### src/rtl/scan_pkg.sv
// Shared encodings for the console token scanner: scan modes, FSM states and ASCII codes.
package scan_pkg;

    typedef enum logic [1:0] {
        MODE_CHAR = 2'd0,
        MODE_HEXF = 2'd1,
        MODE_HEXV = 2'd2,
        MODE_DEC  = 2'd3
    } mode_e;

    typedef enum logic [1:0] {
        ST_IDLE    = 2'd0,
        ST_SKIP    = 2'd1,
        ST_COLLECT = 2'd2,
        ST_DONE    = 2'd3
    } state_e;

    localparam logic [7:0] CH_CR  = 8'h0D;
    localparam logic [7:0] CH_LF  = 8'h0A;
    localparam logic [7:0] CH_SP  = 8'h20;
    localparam logic [7:0] CH_TAB = 8'h09;
    localparam logic [7:0] CH_BS  = 8'h08;
    localparam logic [7:0] CH_DEL = 8'h7F;

endpackage

### src/rtl/scan_token_if.sv
// Byte stream in / token result out between the UART RX path and the command FSM.
interface scan_token_if #(
    parameter int unsigned DATA_W = 32
);
    logic [7:0]        d_rx;
    logic              vld_rx;
    logic              rdy_rx;
    logic              req_rx;
    logic [1:0]        type_rx;
    logic              ack_rx;
    logic [DATA_W-1:0] din_rx;
    logic [7:0]        ndig_rx;
    logic              err_rx;
    logic              eol_rx;
    logic              tmo_rx;

    modport master (
        output d_rx, vld_rx, req_rx, type_rx,
        input  rdy_rx, ack_rx, din_rx, ndig_rx, err_rx, eol_rx, tmo_rx
    );

    modport slave (
        input  d_rx, vld_rx, req_rx, type_rx,
        output rdy_rx, ack_rx, din_rx, ndig_rx, err_rx, eol_rx, tmo_rx
    );
endinterface

### src/rtl/ascii_class.sv
// Combinational character classifier: digit classes, whitespace, line end, backspace and nibble value.
module ascii_class
    import scan_pkg::*;
(
    input  logic [7:0] i_d,
    output logic       o_is_hex_c,
    output logic       o_is_dec_c,
    output logic       o_is_ws_c,
    output logic       o_is_eol_c,
    output logic       o_is_bs_c,
    output logic [3:0] o_nib_c
);

    logic w_upper;
    logic w_lower;

    always_comb begin
        o_is_dec_c = (i_d >= 8'h30) && (i_d <= 8'h39);
        w_upper    = (i_d >= 8'h41) && (i_d <= 8'h46);
        w_lower    = (i_d >= 8'h61) && (i_d <= 8'h66);
        o_is_hex_c = o_is_dec_c || w_upper || w_lower;
        o_is_ws_c  = (i_d == CH_SP) || (i_d == CH_TAB);
        o_is_eol_c = (i_d == CH_CR) || (i_d == CH_LF);
        o_is_bs_c  = (i_d == CH_BS) || (i_d == CH_DEL);
        // Letters A-F / a-f both carry 1..6 in the low nibble
        o_nib_c    = o_is_dec_c ? i_d[3:0] : (i_d[3:0] + 4'd9);
    end

endmodule

### src/rtl/scan_token.sv
// Console token scanner: skips leading whitespace, collects one CHAR/HEX/DEC token with
// backspace editing, and reports value, digit count, error, end-of-line and timeout.
module scan_token
    import scan_pkg::*;
#(
    parameter int unsigned DATA_W  = 32,
    parameter int unsigned TMO_W   = 24,
    parameter int unsigned TMO_CYC = 0
) (
    input  logic        clk,
    input  logic        rst,
    scan_token_if.slave scan_if
);

    localparam int unsigned MAX_DIG = DATA_W / 4;
    localparam int unsigned PROD_W  = DATA_W + 4;
    localparam logic [TMO_W-1:0] TMO_LAST = (TMO_CYC == 0) ? '0 : TMO_W'(TMO_CYC - 1);

    state_e            r_state,  w_next_state;
    mode_e             r_mode,   w_mode;
    logic [DATA_W-1:0] r_din,    w_din;
    logic [7:0]        r_ndig,   w_ndig;
    logic              r_err,    w_err;
    logic              r_eol,    w_eol;
    logic              r_tmo,    w_tmo;
    logic [TMO_W-1:0]  r_cnt,    w_cnt;
    logic              r_rdy,    w_rdy_nx;
    logic              r_ack,    w_ack_nx;

    logic              w_is_hex, w_is_dec, w_is_ws, w_is_eol, w_is_bs;
    logic [3:0]        w_nib;
    logic              w_acc, w_in_skip, w_is_cr, w_is_digit, w_full, w_last, w_ovf;
    logic [PROD_W-1:0] w_prod;

    ascii_class u_class (
        .i_d        (scan_if.d_rx),
        .o_is_hex_c (w_is_hex),
        .o_is_dec_c (w_is_dec),
        .o_is_ws_c  (w_is_ws),
        .o_is_eol_c (w_is_eol),
        .o_is_bs_c  (w_is_bs),
        .o_nib_c    (w_nib)
    );

    // Datapath helpers: decimal accumulate with overflow detect, digit limits
    always_comb begin
        w_acc      = scan_if.vld_rx & r_rdy;
        w_in_skip  = (r_state == ST_SKIP);
        w_is_cr    = (scan_if.d_rx == CH_CR);
        w_is_digit = (r_mode == MODE_DEC) ? w_is_dec : w_is_hex;
        w_full     = (r_ndig == 8'(MAX_DIG));
        w_last     = ((r_ndig + 8'd1) == 8'(MAX_DIG));
        w_prod     = PROD_W'(r_din) * PROD_W'(10) + PROD_W'(w_nib);
        w_ovf      = |w_prod[PROD_W-1:DATA_W];
    end

    always_comb begin
        w_next_state = r_state;
        w_mode       = r_mode;
        w_din        = r_din;
        w_ndig       = r_ndig;
        w_err        = r_err;
        w_eol        = r_eol;
        w_tmo        = r_tmo;
        w_cnt        = r_cnt;

        case (r_state)
            ST_IDLE: begin
                if (scan_if.req_rx) begin
                    w_mode       = mode_e'(scan_if.type_rx);
                    w_din        = '0;
                    w_ndig       = '0;
                    w_err        = 1'b0;
                    w_eol        = 1'b0;
                    w_tmo        = 1'b0;
                    w_cnt        = '0;
                    w_next_state = ST_SKIP;
                end
            end

            ST_SKIP, ST_COLLECT: begin
                if (w_acc) begin
                    w_cnt = '0;
                    if (w_in_skip && (w_is_ws || (w_is_eol && !w_is_cr))) begin
                        w_next_state = ST_SKIP;
                    end else if (w_in_skip && w_is_cr) begin
                        w_ndig       = '0;
                        w_err        = 1'b1;
                        w_eol        = 1'b1;
                        w_next_state = ST_DONE;
                    end else if (w_in_skip && w_is_bs) begin
                        w_next_state = ST_SKIP;
                    end else if (r_mode == MODE_CHAR) begin
                        w_din        = DATA_W'(scan_if.d_rx);
                        w_ndig       = 8'd1;
                        w_next_state = ST_DONE;
                    end else if (w_is_digit) begin
                        w_next_state = ST_COLLECT;
                        if (r_mode == MODE_DEC) begin
                            if (w_ovf) begin
                                w_err = 1'b1;
                            end else begin
                                w_din  = w_prod[DATA_W-1:0];
                                w_ndig = r_ndig + 8'd1;
                            end
                        end else if ((r_mode == MODE_HEXV) && w_full) begin
                            w_err = 1'b1;
                        end else begin
                            w_din  = {r_din[DATA_W-5:0], w_nib};
                            w_ndig = r_ndig + 8'd1;
                            if ((r_mode == MODE_HEXF) && w_last) begin
                                w_next_state = ST_DONE;
                            end
                        end
                    end else if (w_is_ws || w_is_eol) begin
                        w_eol        = w_is_eol;
                        w_next_state = ST_DONE;
                        if ((r_mode == MODE_HEXF) && !w_full) begin
                            w_err = 1'b1;
                        end
                    end else if (w_is_bs) begin
                        // Value never holds more digits than ndig, so erasing the last one clears it
                        if ((r_mode == MODE_DEC) || (r_ndig <= 8'd1)) begin
                            w_din        = '0;
                            w_ndig       = '0;
                            w_next_state = ST_SKIP;
                        end else begin
                            w_din        = r_din >> 4;
                            w_ndig       = r_ndig - 8'd1;
                            w_next_state = ST_COLLECT;
                        end
                    end else begin
                        w_err        = 1'b1;
                        w_next_state = ST_COLLECT;
                    end
                end else if (TMO_CYC != 0) begin
                    if (r_cnt == TMO_LAST) begin
                        w_err        = 1'b1;
                        w_tmo        = 1'b1;
                        w_next_state = ST_DONE;
                    end else begin
                        w_cnt = r_cnt + TMO_W'(1);
                    end
                end
            end

            ST_DONE: begin
                w_next_state = ST_IDLE;
            end

            default: begin
                w_next_state = ST_IDLE;
            end
        endcase

        w_rdy_nx = (w_next_state == ST_SKIP) || (w_next_state == ST_COLLECT);
        w_ack_nx = (w_next_state == ST_DONE);
    end

    always_ff @(posedge clk) begin
        if (rst) begin
            r_state <= ST_IDLE;
            r_mode  <= MODE_CHAR;
            r_din   <= '0;
            r_ndig  <= '0;
            r_err   <= 1'b0;
            r_eol   <= 1'b0;
            r_tmo   <= 1'b0;
            r_cnt   <= '0;
            r_rdy   <= 1'b0;
            r_ack   <= 1'b0;
        end else begin
            r_state <= w_next_state;
            r_mode  <= w_mode;
            r_din   <= w_din;
            r_ndig  <= w_ndig;
            r_err   <= w_err;
            r_eol   <= w_eol;
            r_tmo   <= w_tmo;
            r_cnt   <= w_cnt;
            r_rdy   <= w_rdy_nx;
            r_ack   <= w_ack_nx;
        end
    end

    assign scan_if.rdy_rx  = r_rdy;
    assign scan_if.ack_rx  = r_ack;
    assign scan_if.din_rx  = r_din;
    assign scan_if.ndig_rx = r_ndig;
    assign scan_if.err_rx  = r_err;
    assign scan_if.eol_rx  = r_eol;
    assign scan_if.tmo_rx  = r_tmo;

endmodule

### src/flat_wrapper.sv
// flat-port wrapper written by rule: the top's interface ports become plain ports
module scan_token_flat import scan_pkg::*;
#(
    parameter int unsigned DATA_W  = 32,
    parameter int unsigned TMO_W   = 24,
    parameter int unsigned TMO_CYC = 0
)
  (clk, rst, scan_if_d_rx, scan_if_vld_rx, scan_if_req_rx, scan_if_type_rx, scan_if_rdy_rx, scan_if_ack_rx, scan_if_din_rx, scan_if_ndig_rx, scan_if_err_rx, scan_if_eol_rx, scan_if_tmo_rx);
  scan_token_if #(.DATA_W(DATA_W)) scan_if_i ();
  input  logic clk;
  input  logic rst;
  input wire logic [$bits(scan_if_i.d_rx)-1:0] scan_if_d_rx;
  input wire logic [$bits(scan_if_i.vld_rx)-1:0] scan_if_vld_rx;
  input wire logic [$bits(scan_if_i.req_rx)-1:0] scan_if_req_rx;
  input wire logic [$bits(scan_if_i.type_rx)-1:0] scan_if_type_rx;
  output wire logic [$bits(scan_if_i.rdy_rx)-1:0] scan_if_rdy_rx;
  output wire logic [$bits(scan_if_i.ack_rx)-1:0] scan_if_ack_rx;
  output wire logic [$bits(scan_if_i.din_rx)-1:0] scan_if_din_rx;
  output wire logic [$bits(scan_if_i.ndig_rx)-1:0] scan_if_ndig_rx;
  output wire logic [$bits(scan_if_i.err_rx)-1:0] scan_if_err_rx;
  output wire logic [$bits(scan_if_i.eol_rx)-1:0] scan_if_eol_rx;
  output wire logic [$bits(scan_if_i.tmo_rx)-1:0] scan_if_tmo_rx;
  assign scan_if_i.d_rx = scan_if_d_rx;
  assign scan_if_i.vld_rx = scan_if_vld_rx;
  assign scan_if_i.req_rx = scan_if_req_rx;
  assign scan_if_i.type_rx = scan_if_type_rx;
  assign scan_if_rdy_rx = scan_if_i.rdy_rx;
  assign scan_if_ack_rx = scan_if_i.ack_rx;
  assign scan_if_din_rx = scan_if_i.din_rx;
  assign scan_if_ndig_rx = scan_if_i.ndig_rx;
  assign scan_if_err_rx = scan_if_i.err_rx;
  assign scan_if_eol_rx = scan_if_i.eol_rx;
  assign scan_if_tmo_rx = scan_if_i.tmo_rx;
  scan_token #(.DATA_W(DATA_W), .TMO_W(TMO_W), .TMO_CYC(TMO_CYC)) u_core (.clk(clk), .rst(rst), .scan_if(scan_if_i));
endmodule
### config.mk
export PLATFORM = sky130hd
export DESIGN_NAME = scan_token_flat
export DESIGN_NICKNAME = d
export VERILOG_FILES = /design/src/rtl/scan_pkg.sv /design/src/rtl/scan_token_if.sv /design/src/rtl/ascii_class.sv /design/src/rtl/scan_token.sv /design/src/flat_wrapper.sv
export SDC_FILE = /design/constraint.sdc
export NUM_CORES = 1
export LEC_CHECK = 0
export ABC_AREA = 0
export CAP_MARGIN = 25
export CORE_AREA = 2 2 178 93
export CTS_CLUSTER_DIAMETER = 120
export DETAILED_ROUTE_END_ITERATION = 10
export DIE_AREA = 0 0 180 95
export PLACE_DENSITY = 0.66
export SKIP_LAST_GASP = 1
export SLEW_MARGIN = 20
export SYNTH_ARGS = -nofsm -noshare
export SYNTH_HDL_FRONTEND = slang
export SYNTH_HIERARCHICAL = 1
export SYNTH_SLANG_ARGS = --single-unit
### constraint.sdc
create_clock -name clk -period 4.7 [get_ports clk]
set_input_delay 0.47 -clock clk [delete_from_list [all_inputs] [get_ports clk]]
set_output_delay 0.47 -clock clk [all_outputs]
set_load 0.005 [all_outputs]
Yosys cells after proc, flatten, opt, wreduce, memory -nomap -nowiden
Cells that the tools add are included.
{"block": "totals", "inputBits": 14, "word_cells": 156, "output_inout_bits": 45, "regBits": 48}
{"block": "op_classes", "bitwise": 1, "n_mul": 1, "n_reduce_logical": 31, "order_cmp": 7, "addsub": 4, "n_eq_ne": 38, "mux": 66}
{"op": "$mux W32", "count": 12}
{"op": "$mux W8", "count": 13}
{"op": "$pmux W32 S2", "count": 1}
{"op": "$eq A8 B4 Y1 const B", "count": 6}
{"op": "$add A36 B4 Y36", "count": 1}
{"op": "$mul A32 B3 Y35 const B", "count": 1}
{"op": "$mux W28", "count": 1}
{"op": "$ne A5 B5 Y1 const B", "count": 5}
{"op": "$mux W2", "count": 12}
{"op": "$mux W1", "count": 22}
{"op": "$reduce_and A10 Y1", "count": 2}
{"op": "$ge A8 B7 Y1 const B", "count": 2}
{"op": "$le A8 B7 Y1 const B", "count": 2}
{"op": "$pmux W8 S2", "count": 1}
{"op": "$eq A2 B2 Y1 const B", "count": 6}
{"op": "$ne A6 B6 Y1 const B", "count": 2}
{"op": "$logic_and A1 B1 Y1", "count": 10}
{"op": "$logic_or A1 B1 Y1", "count": 9}
{"op": "$reduce_and A9 Y1", "count": 1}
{"op": "$add A8 B1 Y8 const B", "count": 1}
{"op": "$eq A8 B6 Y1 const B", "count": 1}
{"op": "$eq A8 B7 Y1 const B", "count": 1}
{"op": "$ge A8 B6 Y1 const B", "count": 1}
{"op": "$le A8 B1 Y1 const B", "count": 1}
{"op": "other kinds (25)", "count": 34}

Logic depth before layout (Yosys ltp)
Gate-level depths: netlist of the first run.
{"block": "depth", "word_depth": 15, "mapped_depth": 20, "ltp_nobuf": 17}

Cells and area by module
Netlist of the first run, hierarchy kept.
{"mod": "scan_token", "area_per_inst_um2": 6482.5, "n_inst": 1, "seq_area_each_um2": 960.9, "cells_per_inst": 865}
{"mod": "ascii_class", "area_per_inst_um2": 330.3, "n_inst": 1, "seq_area_each_um2": 0.0, "cells_per_inst": 43}

Worst setup path after synthesis of the first run
Ideal clock, no wire load.
{"block": "synth_path", "path_kind": "input to register", "startpoint": "input port scan_if_d_rx[0]", "endpoint": "register u_core.r_din[11] (netlist: u_core/scan_if.din_rx[11])", "path_stages": 20, "setup_ps": 68, "t_required_ps": 4632, "arrival_time_ps": 4531, "setup_slack_ps": 102, "path_cell_list": "inv_1 -> ha_1 -> or4b_4 -> nand3b_4 -> mux2_4 -> ha_1 -> fa_1 -> a21oi_1 -> nor3b_1 -> nand4_1 -> nor2_1 -> o21ai_0 -> nor4b_1 -> a311o_1 -> buf_4 -> nand3_2 -> or4_1 -> buf_2 -> buf_6 -> o2bb2ai_2"}
{"block": "synth_between", "elab_chain_len": 13, "word_cells_on_any_way": 49, "cone_classes": "add/sub (2); order compare (6); eq/ne (13); mux (11); reduce/logical (17)"}
{"item": "from (decl)", "line": "flat_wrapper.sv:12", "source": "input wire logic [$bits(scan_if_i.d_rx)-1:0] scan_if_d_rx;"}
{"item": "$ge A8 B6 Y1 or $le A8 B6 Y1 (tied branches)", "line": "ascii_class.sv:18", "source": "o_is_dec_c = (i_d >= 8'h30) && (i_d <= 8'h39);"}
{"item": "$logic_and A1 B1 Y1", "line": "ascii_class.sv:18"}
{"item": "$mux W4 (*)", "line": "ascii_class.sv:26", "source": "o_nib_c = o_is_dec_c ? i_d[3:0] : (i_d[3:0] + 4'd9);"}
{"item": "net u_core.w_nib[1]", "line": "scan_token.sv:31", "source": "logic [3:0] w_nib;"}
{"item": "$add A36 B4 Y36 (*)", "line": "scan_token.sv:53", "source": "w_prod = PROD_W'(r_din) * PROD_W'(10) + PROD_W'(w_nib);"}
{"item": "$mux W32", "line": "scan_token.sv:100", "source": "if (w_ovf) begin"}
{"item": "$mux W32", "line": "scan_token.sv:99", "source": "if (r_mode == MODE_DEC) begin"}
{"item": "$mux W32", "line": "scan_token.sv:97", "source": "end else if (w_is_digit) begin"}
{"item": "$mux W32", "line": "scan_token.sv:93", "source": "end else if (r_mode == MODE_CHAR) begin"}
{"item": "$mux W32", "line": "scan_token.sv:91", "source": "end else if (w_in_skip && w_is_bs) begin"}
{"item": "$mux W32", "line": "scan_token.sv:86", "source": "end else if (w_in_skip && w_is_cr) begin"}
{"item": "$mux W32", "line": "scan_token.sv:84", "source": "if (w_in_skip && (w_is_ws || (w_is_eol && !w_is_cr))) begin"}
{"item": "$mux W32", "line": "scan_token.sv:82", "source": "if (w_acc) begin"}
{"item": "$pmux W32 S2", "line": "scan_token.sv:67", "source": "case (r_state)"}
{"item": "to (signal assigned)", "line": "scan_token.sv:175", "source": "r_din <= w_din;"}
{"item": "to (decl)", "line": "scan_token.sv:21", "source": "logic [DATA_W-1:0] r_din, w_din;"}
Mark *: on every way through the listed nets, which the timed path passes. The rest lies on a longest branch. The select of a mux whose other input is x is not followed.
A chain may end at the register's enable or synchronous reset.

Final worst setup path of the first run
{"block": "layout_path", "startpoint": "register u_core.r_din[15] (netlist: u_core/scan_if.din_rx[15])", "endpoint": "register u_core.r_din[27] (netlist: u_core/scan_if.din_rx[27])"}
{"block": "layout_between", "elab_chain_len": 11, "word_cells_on_any_way": 14, "cone_classes": "add/sub (1); mul (1); eq/ne (1); mux (9); reduce/logical (2)"}
{"item": "$mul A32 B3 Y35 (*)", "line": "scan_token.sv:53"}
{"item": "$add A36 B4 Y36 (*)", "line": "scan_token.sv:53"}
{"item": "$mux W32", "line": "scan_token.sv:100"}
{"item": "$mux W32", "line": "scan_token.sv:99"}
{"item": "$mux W32", "line": "scan_token.sv:97"}
{"item": "$mux W32", "line": "scan_token.sv:93"}
{"item": "$mux W32", "line": "scan_token.sv:91"}
{"item": "$mux W32", "line": "scan_token.sv:86"}
{"item": "$mux W32", "line": "scan_token.sv:84"}
{"item": "$mux W32", "line": "scan_token.sv:82"}
{"item": "$pmux W32 S2", "line": "scan_token.sv:67"}
Every way passes the cells marked *; elsewhere a longest branch is shown, timed or not. The select of a mux whose other input is x is not followed.

==> results.yml, run 1 <==
status:
  outcome: "completed"
routing:
  viasPerCell: 6.38
  postRouteAntennaNets: 0
  wirelength_mm: 24.5
  wl_per_cell_um: 19.8
  dr.first_iter.drc_count: 1046
  first_pass_iters: 6
  drc: 0
  vias: 7898
grt:
  grt_pass1_vias: 6946
  grt_pass1_wl_mm: 38.3
  grt.met3_usage_pct: 8.60
  grt_overflow_total: 0
  grt_max_degree: 42
  grtUsageMet2_pct: 35.0
  grt_usage_pct: 28.0
  use_met1_pct: 45.2
  busiest_layer: "met1"
  antenna_found_initial: 1
worst_setup_path:
  critPathBufInv: 1
  worst_setup_path_end_kind: "flop"
  worstPathMaxFanout: 7
  cp.required_ps: 4860
  cp_top_family: "compound AO/OA/AOI/OAI gates"
  max_stage_delay_ps: 500
  cp-start-kind: "flop"
  path_class: "reg2reg"
  cpMostUsedCell: "ha_1"
  worstPathArrival_ps: 4790
  slowest_stage: "a2111oi_1"
  crit_chain: "ha_1, ha_1, a21oi_1, a21boi_0, o221ai_1, o21ai_0, o2111ai_2, nor4b_4, a311o_1, buf_6, a41oi_2, a2111oi_1, a211oi_1"
cts:
  holdBufCountCts: 0
  h-tree-depth: 2
  cts_max_path_buffers: 2
  clock_sinks: 48
  clock_latency_ps: 300
  path_clk_slew_ps: 70
  numCtsBuffers: 5
  cts_tree: "built"
  cts-root-buf: "clkbuf_16"
power:
  p_per_area_nw_per_um2: 177
  vdd_drop_max_mv: 0.145
  power_mw: 1.51
  power_leakage_nw: 3.60
synthesis:
  synth_seq_cells: 48
  yosysTopAreaCell: "ha_1"
  post-synth-top-count-cell: "a21oi_1"
  yosysSeqAreaShare_pct: 14.1
  yosys-top-cells-count: "a21oi_1 (96), nand2_1 (81), ha_1 (80), nor2_1 (65), dfxtp_1 (48)"
  synthFlopType: "dfxtp_1"
  avgSynthCellArea_um2: 7.50
  async_flop_share_pct: 0
  synth_cell_types: 92
  netlist.area_leader.share_pct: 14.7
  synthCells: 908
  yosys-top-cells-area: "ha_1 (15%), dfxtp_1 (14%), a21oi_1 (7.1%)"
  synth_area_um2: 6810
  ys_warn_count: 6
  synth_edf_count: 0
  syn_nets: 1004
floorplanning:
  ios: 59
  die_w_um: 180
  core_area_um2: 15700
  initial_core_util_pct: 43.3
  num_rows: 33
  die_h_um: 95
  die_area_um2: 17100
sta:
  fin_skew_ps: 9.21
  final-setup-viol-count: 0
  clock.fmax_mhz: 216
  slew_headroom_pct: 32.3
  period_share_pct: 98.4
  hold_viol_final: 0
  tightestPinTransition_ps: 1000
  min_period_ps: 4630
  holdWs_ps: 491
  slew_violations: 0
  tns_ps: 0
worst_hold_path:
  hold_class: "reg2reg"
finish:
  insertedDiodeCount: 0
  n_fill_cell: 1517
  postLayoutCoreUtil_pct: 54.5
  design_area_um2: 8580
  nNetsFinal: 1123
  layout-drive-gt1-share_pct: 17.2
  syn2layout_area_growth_pct: 26.0
place:
  port_buffers: 57
  gp_congestion: 0.981
  placed_area_um2: 8130
  dpl.hpwl_mm: 19.3
job:
  drv_cap: 0
-- routing by layer --
metal | up-vias | routed length (µm)
li1 | 3718 | -
met1 | 3689 | 12300
met2 | 461 | 8780
met3 | 30 | 3300
met4 | 0 | 168
met5 | - | 0
-- kinds of logic (layout without fill, tap and decap cells) --
kind of cell	Yosys count	count (layout)	share of synthesized area [%]
other	1	1	0.0550
adder cells (fa/ha/maj)	82	82	15.3
buffers and inverters	78	198	5.12
AO/OA/AOI/OAI	315	315	32.7
AND/OR/NAND/NOR	329	329	25.3
flip-flops	48	48	14.1
multiplexers	13	13	1.98
XOR/XNOR	42	42	5.40
-- stage by stage --
stage	setup slack [ps]	cells
floorplan	102	908
global placement	-500	1219
detailed placement	-580	1219
CTS	40.5	1229
global route	-32.4	1238
finish	73.7	1238
-- state kept, by name, indices dropped and copies added (netlist names) --
register and count:
u_core/r_state 2, u_core/scan_if.ndig_rx 8, u_core/scan_if.rdy_rx 1, u_core/scan_if.din_rx 32, u_core/scan_if.eol_rx 1, u_core/scan_if.err_rx 1
u_core/scan_if.ack_rx 1, u_core/r_mode 2
-- power by group --
part	internal, mW	switching (mW)	total, mW	leakage (nW)
sequential	0.427	0.0356	0.462	0.389
clock	0.251	0.167	0.418	0.0808
combinational	0.251	0.384	0.634	3.13
total	0.928	0.586	1.51	3.60
-- cell usage in the layout, fill, tap and decap left out, drive strengths merged, types with 6 or more instances in the layout --
cell	count
nand3	42
ha	80
buf	103
nor2b	10
nor2	65
dfxtp	48
clkdlybuf4s50	55
a22oi	8
o211ai	15
a31oi	21
nor3	29
and2	8
a21oi	97
xor2	13
o2bb2ai	16
xnor2	29
or3	9
nand2	82
mux2i	12
clkbuf	6
a21o	24
a211oi	17
inv	29
nand4	20
and3	13
o41ai	8
o21ai	42
o31ai	8
nor4	12
or4	6
-- worst min-delay path, cell delays in order, from the launching register on --
cell and delay, ps:
dfxtp_1 310, o21ai_0 70, a21oi_1 60
-- final timing paths --
check / startpoint / end / slack (ps) / depth (start not counted)
worst min-delay path: u_core/scan_if.eol_rx / u_core/scan_if.eol_rx / 490 / 2
worst max-delay path: u_core/scan_if.din_rx[15] / u_core/scan_if.din_rx[27] / 70 / 13
worst min register to register: u_core/scan_if.eol_rx / u_core/scan_if.eol_rx / 490 / 2
worst max register to register: u_core/scan_if.din_rx[15] / u_core/scan_if.din_rx[27] / 70 / 13
-- timing repair --
| action | 4_1_cts | 5_1_grt |
|---|---|---|
| setup endpoints to repair | 36 | 40 |
| pin swaps | 3 | 15 |
| resized for setup | 13 | 32 |
| setup buffers | 2 | 9 |
| cloned | 0 | 0 |
-- cell type report --
class	instances	area, µm²	area share [%]
Inverter	30	113	1.31
Sequential cell	48	962	11.2
Tap cell	210	263	3.06
Multi-Input combinational cell	782	5690	66.3
Clock buffer	6	129	1.50
Timing Repair Buffer	160	1390	16.2
Clock inverter	2	35.0	0.408
(Power assumes the default switching activity.)
==> run 2: changes to the inputs <==
CTS_CLUSTER_DIAMETER = 100   (was 120)
==> results of run 2 <==
No change in the layout: final DEF, timing and power equal those of run 1.
==> run 3: changes to the inputs <==
CORE_AREA = 5 5 181 96   (was 2 2 178 93)
DIE_AREA = 0 0 186 101   (was 0 0 180 95)
==> run 3 against run 2 <==
- clock power about the same
- power up 0.62%
- non-clock buffer count down 2
- sequential share of layout area about the same
- via count down 1.8%
- sequential power about the same
- wire length down 0.55%
==> results.yml, run 3 (same netlist as run 1, synthesis figures left out) <==
worst_setup_path:
  cp-start-kind: "flop"
  worstPathArrival_ps: 4770
  worstPathMaxFanout: 8
  worst_setup_path_end_kind: "flop"
  path_class: "reg2reg"
  cp.required_ps: 4910
cts:
  holdBufCountCts: 0
  clock_latency_ps: 300
  cts_tree: "built"
  numCtsBuffers: 5
  h-tree-depth: 2
  cts-root-buf: "clkbuf_16"
  clock_sinks: 48
  path_clk_slew_ps: 70
  cts_max_path_buffers: 2
routing:
  postRouteAntennaNets: 0
  dr.first_iter.drc_count: 1108
  vias: 7755
  viasPerCell: 6.27
  drc: 0
  first_pass_iters: 6
  wirelength_mm: 24.4
  wl_per_cell_um: 19.7
status:
  outcome: "completed"
floorplanning:
  core_area_um2: 15800
  die_h_um: 101
  ios: 59
  initial_core_util_pct: 43.2
  num_rows: 33
  die_area_um2: 18800
  die_w_um: 186
sta:
  slew_headroom_pct: 39.4
  min_period_ps: 4560
  slew_violations: 0
  hold_viol_final: 0
  tightestPinTransition_ps: 908
  clock.fmax_mhz: 219
  period_share_pct: 97.0
  final-setup-viol-count: 0
  fin_skew_ps: 3.89
power:
  p_per_area_nw_per_um2: 177
  swShare_pct: 39.0
  vdd_drop_max_mv: 0.155
  power_leakage_nw: 3.61
  p_seq_share_pct: 30.4
  comb_power_share_pct: 42.0
  switching_power_mw: 0.594
  power_mw: 1.52
  power.internal_mw: 0.930
  pwr-share-clk_pct: 27.6
finish:
  n_fill_cell: 1488
  layout.cells.non_filler: 1236
  insertedDiodeCount: 0
  largest_reg_flops: 32
  syn2layout_area_growth_pct: 26.0
  layout_commonest_cell: "buf_4"
  layout-drive-gt1-share_pct: 17.3
  nNetsFinal: 1121
  layout_common_cells: "buf_4 (95), a21oi_1 (94), nand2_1 (81)"
grt:
  grt_max_degree: 34
  grt_overflow_total: 0
  grt_usage_pct: 25.1
  grt_pass1_vias: 6711
  antenna_found_initial: 0
  grt_pass1_wl_mm: 37.6
place:
  gp_congestion: 0.927
  dpl.hpwl_mm: 19.5
  place_inst: 1219
  port_buffers: 57
worst_hold_path:
  hold_class: "reg2reg"
job:
  drv_cap: 0
[run 3: cell type report]
class	instances	area [µm²]	area share (%)
inverters	30	113	1.31
clock buffers	5	125	1.46
multi-input cells	782	5690	66.3
clock inverters	3	42.5	0.495
well taps	210	263	3.06
flip-flops and latches	48	962	11.2
repair buffers	158	1390	16.2
[run 3: power groups by stage]
stage          Sequential, mW  Clock (mW)  Combinational (mW)
4_1_cts                 0.462       0.422               0.592
3_3_place_gp            0.471           0               0.584
5_1_grt                 0.466       0.436               0.687
6_report                0.464       0.421               0.640
3_5_place_dp            0.471           0               0.587
2_1_floorplan           0.460           0               0.373
[run 3: through the flow]
| step | area (µm²) | setup slack [ps] | util [%] | TNS, ps | hold WS [ps] |
|---|---|---|---|---|---|
| 2_1_floorplan | 6810 | 102 | - | 0 | 466 |
| 3_3_place_gp | 8120 | -515 | 51.5 | -14870 | 479 |
| 4_1_cts | 8340 | 6.39 | 52.8 | 0 | 487 |
| 5_1_grt | 8590 | -57.0 | 54.4 | -79.1 | 537 |
| 6_report | 8590 | 141 | 54.4 | 0 | 479 |
| 3_5_place_dp | 8120 | -661 | 51.5 | -21880 | 476 |
[run 3: final timing paths]
path | cells past startpoint | startpoint | slack [ps] | to
setup / recovery | 16 | u_core/scan_if.din_rx[5] | 140 | u_core/scan_if.din_rx[18]
hold / removal | 2 | u_core/scan_if.eol_rx | 480 | u_core/scan_if.eol_rx
setup reg to reg | 16 | u_core/scan_if.din_rx[5] | 140 | u_core/scan_if.din_rx[18]
hold reg to reg | 2 | u_core/scan_if.eol_rx | 480 | u_core/scan_if.eol_rx
[run 3: layer usage]
metal	share of wire, %	wire (µm)	track usage (%)
met5	0	0	0
met4	0.37	90	1.51
met3	12	2940	7.39
met2	36	8700	30.2
met1	52	12700	42.8
[run 3: worst max-delay path, stage by stage, from the launching register on]
cell      delay, ps
dfxtp_1         450
ha_1            280
ha_2            410
a21o_1          240
a31oi_4          80
a211oi_4        520
buf_4           210
nor4_4           40
or4_1           560
a211oi_1        240
a32oi_1         150
o31ai_4         290
buf_4           220
a41o_1          200
buf_4           160
nand2_1         120
a211oi_1        290
[run 3: timing repair]
action,4_1_cts,5_1_grt
endpoints found under the hold margin,0,0
resized for setup,14,35
buffers inserted,0,8
endpoints found under the setup margin,39,39
pin swaps,1,10
gates cloned,0,1
